<file path="config.mk">
export PLATFORM = sky130hd
export DESIGN_NAME = alu_issue_stage
export DESIGN_NICKNAME = d
export VERILOG_FILES = /design/src/rtl/alu_defs_pkg.sv /design/src/rtl/alu_dec.sv /design/src/rtl/alu_issue_stage.sv
export SDC_FILE = /design/constraint.sdc
export NUM_CORES = 1
export LEC_CHECK = 0
export ABC_AREA = 1
export CAP_MARGIN = 5
export CORE_MARGIN = 2
export CORE_UTILIZATION = 48
export CTS_BUF_LIST = sky130_fd_sc_hd__clkbuf_4 sky130_fd_sc_hd__clkbuf_8
export CTS_CLUSTER_DIAMETER = 80
export DETAILED_ROUTE_END_ITERATION = 6
export PLACE_DENSITY_LB_ADDON = 0.2
export SLEW_MARGIN = 30
export SYNTH_ARGS = -nofsm -noshare
export SYNTH_HDL_FRONTEND = slang
export SYNTH_SLANG_ARGS = --single-unit
</file>
<file path="constraint.sdc">
create_clock -name clk -period 4.9 [get_ports clk]
set_input_delay 0.49 -clock clk [delete_from_list [all_inputs] [get_ports clk]]
set_output_delay 0.49 -clock clk [all_outputs]
set_load 0.01 [all_outputs]
</file>
<file path="src/rtl/alu_defs_pkg.sv">
// Shared decode constants, decoded-entry struct and skid-buffer state type
// for the ID->EX ALU issue stage.
package alu_defs;

  localparam logic [3:0] ALUC_AND = 4'd0;
  localparam logic [3:0] ALUC_OR  = 4'd1;
  localparam logic [3:0] ALUC_ADD = 4'd2;
  localparam logic [3:0] ALUC_SUB = 4'd6;
  localparam logic [3:0] ALUC_SLT = 4'd7;
  localparam logic [3:0] ALUC_NOR = 4'd12;

  localparam logic [5:0] OP_RTYPE = 6'h00;
  localparam logic [5:0] OP_ADDI  = 6'h08;
  localparam logic [5:0] OP_ADDIU = 6'h09;
  localparam logic [5:0] OP_SLTI  = 6'h0a;
  localparam logic [5:0] OP_ANDI  = 6'h0c;
  localparam logic [5:0] OP_ORI   = 6'h0d;

  localparam logic [5:0] FN_ADD  = 6'h20;
  localparam logic [5:0] FN_ADDU = 6'h21;
  localparam logic [5:0] FN_SUB  = 6'h22;
  localparam logic [5:0] FN_SUBU = 6'h23;
  localparam logic [5:0] FN_AND  = 6'h24;
  localparam logic [5:0] FN_OR   = 6'h25;
  localparam logic [5:0] FN_NOR  = 6'h27;
  localparam logic [5:0] FN_SLT  = 6'h2a;

  typedef struct packed {
    logic [3:0]  aluc;
    logic [31:0] a;
    logic [31:0] b;
    logic [4:0]  wn;
    logic        wreg;
    logic        illegal;
  } entry_t;

  typedef enum logic [1:0] {
    BUF_EMPTY = 2'd0,
    BUF_ONE   = 2'd1,
    BUF_FULL  = 2'd2
  } buf_state_t;

endpackage

</file>
<file path="src/rtl/alu_dec.sv">
// Combinational MIPS op/funct decode into ALU control, operand B select and
// write-enable; anything not recognised is flagged illegal.
module alu_dec
  import alu_defs::*;
(
  input  logic [5:0]  op,
  input  logic [5:0]  funct,
  input  logic [31:0] qb,
  input  logic [15:0] imm,
  output logic [3:0]  aluc,
  output logic [31:0] b,
  output logic        wreg,
  output logic        illegal
);

  logic [31:0] simm, zimm;

  assign simm = {{16{imm[15]}}, imm};
  assign zimm = {16'h0000, imm};

  always_comb begin
    aluc    = ALUC_AND;
    b       = qb;
    wreg    = 1'b1;
    illegal = 1'b0;
    case (op)
      OP_RTYPE: begin
        case (funct)
          FN_AND:           aluc = ALUC_AND;
          FN_OR:            aluc = ALUC_OR;
          FN_ADD, FN_ADDU:  aluc = ALUC_ADD;
          FN_SUB, FN_SUBU:  aluc = ALUC_SUB;
          FN_SLT:           aluc = ALUC_SLT;
          FN_NOR:           aluc = ALUC_NOR;
          default: begin
            wreg    = 1'b0;
            illegal = 1'b1;
          end
        endcase
      end
      OP_ADDI, OP_ADDIU: begin aluc = ALUC_ADD; b = simm; end
      OP_SLTI:           begin aluc = ALUC_SLT; b = simm; end
      OP_ANDI:           begin aluc = ALUC_AND; b = zimm; end
      OP_ORI:            begin aluc = ALUC_OR;  b = zimm; end
      default: begin
        wreg    = 1'b0;
        illegal = 1'b1;
      end
    endcase
  end

endmodule

</file>
<file path="src/rtl/alu_issue_stage.sv">
// ID->EX issue stage: decodes into an ALU entry and hands it to EX through a
// 2-entry skid buffer; counts accepted illegal instructions (saturating).
module alu_issue_stage
  import alu_defs::*;
#(
  parameter int CNT_W = 16
) (
  input  logic             clk,
  input  logic             clrn,
  input  logic             d_valid,
  output logic             d_ready,
  input  logic [5:0]       d_op,
  input  logic [5:0]       d_funct,
  input  logic [31:0]      d_qa,
  input  logic [31:0]      d_qb,
  input  logic [15:0]      d_imm,
  input  logic [4:0]       d_wn,
  input  logic             flush,
  input  logic             e_ready,
  output logic             e_valid,
  output logic [3:0]       ealuc,
  output logic [31:0]      ea,
  output logic [31:0]      eb,
  output logic [4:0]       ewn,
  output logic             ewreg,
  output logic             e_illegal,
  output logic [CNT_W-1:0] illegal_cnt
);

  buf_state_t state, nstate;
  entry_t     head, skid, dec_ent;
  logic [3:0]  dec_aluc;
  logic [31:0] dec_b;
  logic        dec_wreg, dec_illegal;
  logic        in_x, out_x;

  alu_dec u_dec (
    .op      (d_op),
    .funct   (d_funct),
    .qb      (d_qb),
    .imm     (d_imm),
    .aluc    (dec_aluc),
    .b       (dec_b),
    .wreg    (dec_wreg),
    .illegal (dec_illegal)
  );

  assign dec_ent = '{aluc: dec_aluc, a: d_qa, b: dec_b, wn: d_wn,
                     wreg: dec_wreg, illegal: dec_illegal};

  assign e_valid = (state != BUF_EMPTY);
  assign in_x    = d_valid & d_ready;
  assign out_x   = e_valid & e_ready;

  always_ff @(posedge clk or negedge clrn) begin
    if (!clrn) state <= BUF_EMPTY;
    else       state <= nstate;
  end

  always_comb begin
    nstate = state;
    if (flush) begin
      nstate = BUF_EMPTY;
    end else begin
      case (state)
        BUF_EMPTY: if (in_x) nstate = BUF_ONE;
        BUF_ONE: begin
          if (in_x && !out_x)      nstate = BUF_FULL;
          else if (!in_x && out_x) nstate = BUF_EMPTY;
        end
        BUF_FULL:  if (out_x) nstate = BUF_ONE;
        default:   nstate = BUF_EMPTY;
      endcase
    end
  end

  // Head always feeds EX; the skid only catches the entry that arrives while
  // the head is stalled, so d_ready can stay a plain register.
  always_ff @(posedge clk or negedge clrn) begin
    if (!clrn) begin
      head    <= '0;
      skid    <= '0;
      d_ready <= 1'b1;
    end else begin
      d_ready <= (nstate != BUF_FULL);
      if (!flush) begin
        if (in_x && (state == BUF_EMPTY || (state == BUF_ONE && out_x)))
          head <= dec_ent;
        else if (state == BUF_FULL && out_x)
          head <= skid;
        if (in_x && state == BUF_ONE && !out_x)
          skid <= dec_ent;
      end
    end
  end

  always_ff @(posedge clk or negedge clrn) begin
    if (!clrn)
      illegal_cnt <= '0;
    else if (in_x && dec_illegal && !flush && illegal_cnt != {CNT_W{1'b1}})
      illegal_cnt <= illegal_cnt + {{(CNT_W-1){1'b0}}, 1'b1};
  end

  assign ealuc     = head.aluc;
  assign ea        = head.a;
  assign eb        = head.b;
  assign ewn       = head.wn;
  assign ewreg     = head.wreg;
  assign e_illegal = head.illegal;

endmodule

</file>
# After elaboration in Yosys (flattened, before gate mapping)
# Cells that the tools add are included.
totals:
  elab_cells: 78
  out_inout_bits: 93
  in_bits: 102
  regBits: 169
classes:
  add_sub_neg: 1
  eq_ne: 17
  bitwise_logic: 3
  mux: 15
  reduce_logical: 27
op_table:
  columns: ["op", "count"]
  rows:
  - ["75-bit two-way mux", 2]
  - ["32-bit one-hot mux with 2 select lines", 1]
  - ["6-bit equality test, second input constant", 8]
  - ["6-bit by 4-bit equality test with 1-bit output, second input constant", 5]
  - ["4-bit one-hot mux with 5 select lines", 1]
  - ["16-bit by 1-bit adder with 16-bit output, second input constant", 1]
  - ["16-bit inequality test, second input constant", 1]
  - ["4-bit one-hot mux with 4 select lines", 1]
  - ["1-bit logical AND", 10]
  - ["2-bit two-way mux", 5]
  - ["2-bit OR reduction", 4]
  - ["8-bit OR reduction", 1]
  - ["6-bit logical NOT", 1]
  - ["2-bit one-hot mux with 3 select lines", 1]
  - ["5-bit OR reduction", 1]
  - ["1-bit one-hot mux with 2 select lines", 2]
  - ["2-bit AND reduction", 2]
  - ["2-bit nonzero test", 2]
  - ["1-bit logical NOT", 3]
  - ["3-bit OR reduction", 1]
  - ["1-bit AND", 2]
  - ["2-bit by 1-bit equality test with 1-bit output, second input constant", 1]
  - ["2-bit equality test, second input constant", 1]
  - ["2-bit logical NOT", 1]
  - ["other kinds (4)", 5]

# Longest topological paths before layout
# Gate-level depths: netlist (run 1).
logic_depth:
  word_depth: 8
  mapped_depth: 11

# Modules after synthesis
# From an unflattened synthesis (run 1), not the netlist that was laid out.
unflattened:
  cells_unflattened: 1107
  area_unflattened_um2: 8338.0
modules_own_cells:
  columns: ["mod", "area_per_inst_um2", "cells_each", "seq_area_each_um2", "instances"]
  rows:
  - ["alu_issue_stage", 7697.4, 968, 4230.3, 1]
  - ["alu_dec", 640.6, 139, 0.0, 1]

# Least setup slack after synthesis (run 1)
# No wires, ideal clock.
synth_path:
  path_kind: "reg-to-reg"
  start: "reg illegal_cnt[1]"
  end: "reg illegal_cnt[10]"
  required_ns: 4.783
  slack_ns: 3.264
  arrival_time_ns: 1.519
  synth_period_minus_slack_ns: 1.636
  stages_incl_launch_ff: 10
  path_cell_list: "dfrtp_1 > ha_1 > nand3_2 > nor2_4 > nand2_4 > nor2_4 > nand2_4 > buf_2 > nand4_1 > nand2_1"
synth_between:
  elab_chain_cells: 2
  word_cells_on_any_way: 3
  classes_between: "add/sub (1); eq/ne (1); reduce/logical (1)"
synth_lines:
  columns: ["item", "line_no", "text"]
  rows:
  - ["start, declared", "alu_issue_stage.sv:27", "output logic [CNT_W-1:0] illegal_cnt"]
  - ["start signal, assigned", "alu_issue_stage.sv:101", "illegal_cnt <= illegal_cnt + {{(CNT_W-1){1'b0}}, 1'b1};"]
  - ["parallel branches: the longest is 2 deep, another holds 16-bit by 1-bit adder with 16-bit output", null, null]
# Several ways; the timed one is not identified.
# A chain may end at the register's enable or synchronous reset.

# Final worst setup path (run 1)
layout_path:
  start: "in d_valid"
  end: "reg head, in the netlist eb[20]"
layout_between:
  elab_chain_cells: 4
  word_cells_on_any_way: 5
  classes_between: "mux (1); bitwise (1); reduce/logical (3)"
layout_lines:
  columns: ["item", "line_no", "text"]
  rows:
  - ["start, declared", "alu_issue_stage.sv:10", "input logic d_valid,"]
  - ["1-bit AND (*)", "alu_issue_stage.sv:52", "assign in_x = d_valid & d_ready;"]
  - ["1-bit logical AND (*)", "alu_issue_stage.sv:87", "if (in_x && (state == BUF_EMPTY || (state == BUF_ONE && out_x)))"]
  - ["2-bit nonzero test (no source line)", null, null]
  - ["2-bit AND reduction (no source line)", null, null]
  - ["end signal, assigned", "alu_issue_stage.sv:88", "head <= dec_ent;"]
  - ["end signal, assigned", "alu_issue_stage.sv:90", "head <= skid;"]
  - ["end, declared", "alu_issue_stage.sv:31", "entry_t head, skid, dec_ent;"]
# Mark *: on every way between the ends. The rest lies on a longest branch, timed or not.

==> results of run 1 <==
## state kept, by name (all words and copies together) (netlist names)
signal       flops
skid            75
ea              32
eb              32
illegal_cnt     16
ewn              5
ealuc            4
state            2
d_ready          1
e_illegal        1
ewreg            1
## worst register-to-register path, delay by kind of cell, from the launching register on
kind | cells | cell delay (ns)
flops | 1 | 0.38
buf+inv | 3 | 1.10
simple gates | 5 | 0.76
compound gates | 2 | 0.35
## report_power, final
| part | switching [mW] | internal (mW) | leakage, nW | total (mW) |
|---|---|---|---|---|
| sequential | 0.197 | 1.72 | 2.11 | 1.92 |
| combinational | 0.507 | 0.550 | 2.94 | 1.06 |
| clock | 0.528 | 0.536 | 0.217 | 1.06 |
| total | 1.23 | 2.81 | 5.27 | 4.04 |
## final cells by class
class                           count  share of cell area
Inverter                          122              0.0432
Clock buffer                       19              0.0244
Timing Repair Buffer              201               0.188
Multi-Input combinational cell    708               0.307
Sequential cell                   169               0.395
Tap cell                          225              0.0263
Clock inverter                     13              0.0158
## worst max-delay path by stage
| stage | from | endpoint | cells after the start |
|---|---|---|---|
| after floorplan | illegal_cnt[1] | illegal_cnt[10] | 9 |
| final | d_valid | eb[20] | 11 |
| after global routing | d_valid | eb[28] | 11 |
| after detailed placement | d_valid | eb[20] | 11 |
| after CTS | d_valid | eb[20] | 11 |
| after global placement | d_valid | ea[1] | 10 |
## metal layers
| metal | up-vias | GRT usage |
|---|---|---|
| li1 | 3692 | - |
| met4 | 0 | 0.0770 |
| met5 | - | 0 |
| met1 | 3375 | 0.309 |
| met3 | 25 | 0.0527 |
| met2 | 204 | 0.349 |
## synthesized netlist by cell type (all sizes together)
master | n | area [um2]
nand2 | 392 | 1490
o21ai | 86 | 430
xor2 | 3 | 26.3
dfrtp | 168 | 4200
inv | 122 | 458
nor2 | 50 | 218
nand3 | 36 | 203
or2 | 7 | 43.8
buf | 47 | 259
nor3 | 1 | 5.00
a21oi | 47 | 235
a31oi | 3 | 18.8
ha | 1 | 12.5
nand4 | 21 | 131
clkbuf | 15 | 56.3
o211ai | 54 | 405
o31ai | 1 | 7.51
xnor2 | 2 | 17.5
nand3b | 3 | 22.5
o21a | 1 | 7.51
dfstp | 1 | 26.3
## through the flow
stage / setup slack, ns / util
finish: 2.14 / 0.627
floorplan: 3.26 / -
global route: 1.91 / 0.627
detailed placement: 1.64 / 0.602
global placement: 1.60 / 0.602
CTS: 2.15 / 0.627
## kinds of logic after synthesis
logic type	Yosys count	share of synthesized area
compound gates	192	0.133
xor+xnor	5	0.00529
fa+ha+maj	1	0.00151
buf+inv	184	0.0934
flops	169	0.511
simple gates	510	0.255
## cells in the final DEF, fill, tap and decap left out
| master | synthesis | routed |
|---|---|---|
| buf_6 | 0 | 1 |
| inv_2 | 3 | 2 |
| inv_1 | 119 | 118 |
| xnor2_1 | 2 | 2 |
| clkdlybuf4s50_1 | 0 | 193 |
| clkbuf_8 | 0 | 19 |
| nand3_1 | 33 | 33 |
| or2_2 | 7 | 7 |
| a21oi_1 | 47 | 47 |
| a31oi_1 | 3 | 3 |
| o211ai_1 | 54 | 54 |
| o21ai_0 | 85 | 85 |
| nand3_2 | 2 | 2 |
| inv_4 | 0 | 1 |
| nand2_2 | 1 | 3 |
| nor2_1 | 44 | 44 |
| clkinvlp_4 | 0 | 1 |
| clkinv_4 | 0 | 5 |
| ha_1 | 1 | 1 |
| bufinv_16 | 0 | 3 |
| nand2_1 | 389 | 386 |
| buf_12 | 0 | 1 |
| xor2_1 | 3 | 3 |
| nand3b_1 | 3 | 3 |
| clkinv_2 | 0 | 3 |
| nand3_4 | 1 | 1 |
| dfstp_2 | 1 | 1 |
| nor2_2 | 3 | 3 |
| nor3_1 | 1 | 1 |
| o21ai_1 | 1 | 1 |
| dfrtp_1 | 168 | 168 |
| inv_6 | 0 | 2 |
| nor2_4 | 3 | 3 |
| nand2_4 | 2 | 3 |
| buf_4 | 7 | 6 |
| o21a_1 | 1 | 1 |
| nand4_1 | 21 | 21 |
| o31ai_1 | 1 | 1 |
==> out/qor.yml, run 1 <==
outcome:
  status: "completed"
yosys:
  synth.avg_cell_area_um2: 7.80
  synth_nets: 1164
  synth-seq-cells: 169
  synth.distinct_cells: 32
  postSynthCellCount: 1061
  synth_area_um2: 8280
  yosysWarnings: 0
  synth-seq-area-share: 0.511
die:
  fp.coreArea_um2: 17100
  dieWidth_um: 135
  die_h_um: 135
  num_io_pins: 195
  start_util: 0.485
  dieArea_um2: 18300
  num_rows: 48
setup_path:
  critical_path_class: "input port to flip-flop"
  rr_startpoint: "d_ready"
  crit_family: "buffers and inverters"
  crit_chain: "clkdlybuf4s50_1, nand2_1, inv_1, nand3_1, buf_4, o21ai_0, nand2_4, buf_4, a21oi_1, nand2_1, nand2_1"
  r2r_slack_ns: 2.21
  crit_arrival_ns: 3.11
  cpMaxStageDelayCell: "buf_4"
  rr_worst_depth: 10
  worstPathMaxFanout: 58
  start_kind: "input port"
  worst_path_largest_cell_delay_ns: 0.61
  end_kind: "flip-flop"
  crit_top_cell: "nand2_1"
  r2r-end: "eb[20]"
  cp_data_required_time_ns: 5.25
  critical_path.n_buffers_inverters: 4
placed_design:
  placed_cell_area_um2: 10300
  place_congestion: 0.812
  dp_hpwl_mm: 12.9
  post-place-cells: 1425
  portBuffers: 194
clocking:
  post_cts_buffers: 0
  cts_max_path_buffers: 2
  cts_sinks: 169
  clkLatencyLatePin_ns: 0.46
  cts_tree: "done"
  cts_resized: 0
  clk_pin_slew_worst_paths_ns: 0.09
  numCtsBuffers: 17
  hold_buffers: 0
  root_buffer: "clkbuf_8"
  ctsHtreeMaxLevel: 4
layout:
  postLayoutCellArea_um2: 10700
  nNetsFinal: 1322
  drive_gt1_frac: 0.0544
  area_growth_pct: 29.3
  num_antenna_cells: 0
  ff_latch_area_um2: 4230
  multi_input_area_um2: 3290
  instances_no_fill: 1457
  fillers: 1513
route:
  routed_wl_mm: 19.8
  routed_via_density: 5.01
  routedWlPerCell_um: 13.6
  num_vias: 7296
  highest-signal-layer: "met4"
  met3_length_mm: 1.12
  route.met2.wl_mm: 9.14
  drt_pass1_iterations: 5
  drt_iter0_drc: 422
  ant_nets: 0
  route.detailed.drc: 0
  met1_length_mm: 9.13
sta:
  period_needed_ns: 2.76
  maxSlewViolCount: 0
  holdWs_ns: 0.0801
  finalHoldViolCount: 0
  setup_tns_ns: 0
  tightest_slew_ns: 0.917
  setup_viol_count_final: 0
  rsz0062_at_grt: "no"
  slew_headroom: 0.388
  clock.fmax_ghz: 0.362
  fin_crit_sh: 0.563
  clock_skew_ns: 0.0137
global_routing:
  grt.overflow.total: 0
  antenna_found_initial: 0
  grt_max_degree: 95
  grt_pass1_vias: 6713
  grt_pass1_wl_mm: 32.8
  track_usage: 0.224
power_and_ir_drop:
  ir_drop_v: 0.000205
  power.density_nw_per_um2: 378
  total_power_mw: 4.04
  power_leakage_nw: 5.27
min_path:
  hold_class: "input port to async pin"
job:
  maxCapViolations: 0
(Power assumes the default switching activity.)
==> inputs of run 2 (changes only) <==
Settings changed: CORE_UTILIZATION 48 to 47.
Clock period 4.9 ns to 2.5 ns, I/O delays scaled along.
==> out/qor.yml, run 2 (synthesis results as in run 1) <==
outcome:
  status: "completed"
global_routing:
  grt_max_degree: 78  # -18%
  grt.overflow.total: 0  # unchanged
  met3_usage: 0.0463  # -0.00645
  grt_pass1_wl_mm: 33.4  # +1.8%
  busiest_layer: "met2"
  antenna_found_initial: 2  # +2
  grt_util_met1: 0.304  # -0.00510
  grtUsageMet2: 0.359  # +0.00920
  grt_pass1_vias: 6873  # +2.4%
  track_usage: 0.226  # +0.00170
placed_design:
  post-place-cells: 1438  # +0.91%
  place_congestion: 0.818  # +0.75%
  dp_hpwl_mm: 13.7  # +5.9%
  portBuffers: 194  # unchanged
clocking:
  cts_sinks: 169  # unchanged
  cts_tree: "done"
  clk_pin_slew_worst_paths_ns: 0.08  # about the same
  cts_max_path_buffers: 2  # unchanged
  post_cts_buffers: 0  # unchanged
  ctsHtreeMaxLevel: 4  # unchanged
  numCtsBuffers: 17  # unchanged
  root_buffer: "clkbuf_8"
  clkLatencyLatePin_ns: 0.46  # about the same
setup_path:
  end_kind: "flip-flop"
  cp_data_required_time_ns: 2.90  # -2.35 ns
  critical_path_class: "flip-flop to flip-flop"
  crit_arrival_ns: 2.37  # -0.74 ns
  start_kind: "flip-flop"
  startpoint: "d_ready"
  rr_startpoint: "d_ready"
  worstPathMaxFanout: 58  # unchanged
power_and_ir_drop:
  intPower_mw: 5.57  # +98%
  power_leakage_nw: 5.33  # +1.1%
  power.density_nw_per_um2: 732  # +94%
  seq_power_share: 0.473  # -0.002
  power_switching_share: 0.298  # -0.00641
  ir_drop_v: 0.000481  # +140%
  p_clk_frac: 0.261  # -0.002
  combPwrFrac: 0.266  # +0.005
  p_switching_mw: 2.37  # +92%
die:
  dieArea_um2: 18700  # +2.1%
  fp.coreArea_um2: 17200  # +1.1%
  dieWidth_um: 137  # +1.0%
  num_io_pins: 195  # unchanged
  num_rows: 48  # unchanged
  die_h_um: 137  # +1.0%
  start_util: 0.480  # -0.00507
route:
  ant_nets: 0  # unchanged
  routedWlPerCell_um: 13.8  # +1.7%
  num_vias: 7378  # +1.1%
  routed_wl_mm: 20.3  # +2.6%
  routed_via_density: 5.02  # +0.16%
  drt_iter0_drc: 457  # +8.3%
  route.detailed.drc: 0  # unchanged
  drt_pass1_iterations: 5  # unchanged
layout:
  regMostFlops: "skid"
  multi_input_area_um2: 3290  # unchanged
  instances_no_fill: 1471  # +0.96%
  area_growth_pct: 30.9
  ff_latch_area_um2: 4230  # unchanged
  nNetsFinal: 1336  # +1.1%
  fillers: 1522  # +0.59%
  largest_register_ffs: 75  # unchanged
  drive_gt1_frac: 0.0627  # +0.00832
  final_common_cell: "nand2_1"
  final_cell_mix: "386 x nand2_1, 193 x clkdlybuf4s50_1, 168 x dfrtp_1, 118 x inv_1, 85 x o21ai_0"
sta:
  fin_crit_sh: 0.789
  maxSlewViolCount: 0  # unchanged
  finalHoldViolCount: 0  # unchanged
  clock_skew_ns: 0.0108  # -0.00297 ns
  tightest_slew_ns: 0.640  # -0.277 ns
  period_needed_ns: 1.97
  clock.fmax_ghz: 0.507
  setup_viol_count_final: 0  # unchanged
  rsz0062_at_grt: "no"
  setup_tns_ns: 0  # unchanged
  slew_headroom: 0.573  # +0.185
job:
  maxCapViolations: 0  # unchanged
min_path:
  hold_class: "input port to async pin"
==> run 2: changes by cell type in the layout (fill, tap and decap cells not counted), sizes merged, moves of 2 or more <==
cell	change
buf	+13
clkinv	-5
clkinvlp	+4
diode	+2
==> run 2: final cells by class <==
cell class / instances / area share
inverter: 122 / 0.0424
timing repair buffer: 215 / 0.199
clock inverter: 12 / 0.0163
clock buffer: 18 / 0.0223
antenna: 2 / 0.000462
sequential: 169 / 0.391
multi-input combinational: 708 / 0.303
tap: 225 / 0.0260
==> run 2: per-layer routing <==
metal  vias up  wire length, um
met4         0              528
met5         -                0
met3        33             1120
li1       3723                -
met2       196             9600
met1      3426             9030
==> run 2: path summary, 6_finish.rpt <==
kind                            cells after the start  slack (ns)       end
worst max-delay path                                9        0.53    ea[17]
worst min-delay path                                2        0.32  skid[49]
worst max register to register                      9        0.53    ea[17]
worst min register to register                      2        0.48    ea[25]
max in group asynchronous                           3        1.44    ea[28]
min in group clk                                    3        0.36  skid[63]
==> run 2: critical path, stage by stage, from the launching register on <==
cell and delay (ns):
dfstp_2 0.56, nand2_1 0.14, inv_1 0.11, nand3_1 0.17, o21ai_0 0.21, nand2_4 0.10, inv_2 0.09, buf_12 0.28
o211ai_1 0.16, nand2_1 0.09
==> run 2: per-stage QoR <==
| stage | hold slack [ns] | utilization | setup WS, ns | area [um2] | total power [mW] |
|---|---|---|---|---|---|
| 6_report | 0.321 | 0.628 | 0.527 | 10800 | 7.93 |
| 2_1_floorplan | -0.0456 | - | 0.864 | 8280 | 4.77 |
| 3_5_place_dp | 0.267 | 0.603 | 0.185 | 10400 | 5.92 |
| 5_1_grt | 0.361 | 0.628 | 0.376 | 10800 | 8.42 |
| 4_1_cts | 0.336 | 0.628 | 0.514 | 10800 | 8.01 |
| 3_3_place_gp | 0.265 | 0.603 | 0.243 | 10400 | 5.87 |
==> run 2: power groups by stage <==
stage | sequential, mW | combinational [mW] | clock [mW]
after floorplan | 3.88 | 0.885 | 0
after global placement | 3.78 | 2.08 | 0
after detailed placement | 3.79 | 2.13 | 0
after CTS | 3.75 | 2.14 | 2.12
after global routing | 3.83 | 2.36 | 2.23
final | 3.75 | 2.11 | 2.07
==> run 2: timing repair <==
action,4_1_cts,5_1_grt
hold buffers,1,0
endpoints found under the hold margin,56,0
resized for setup,0,0
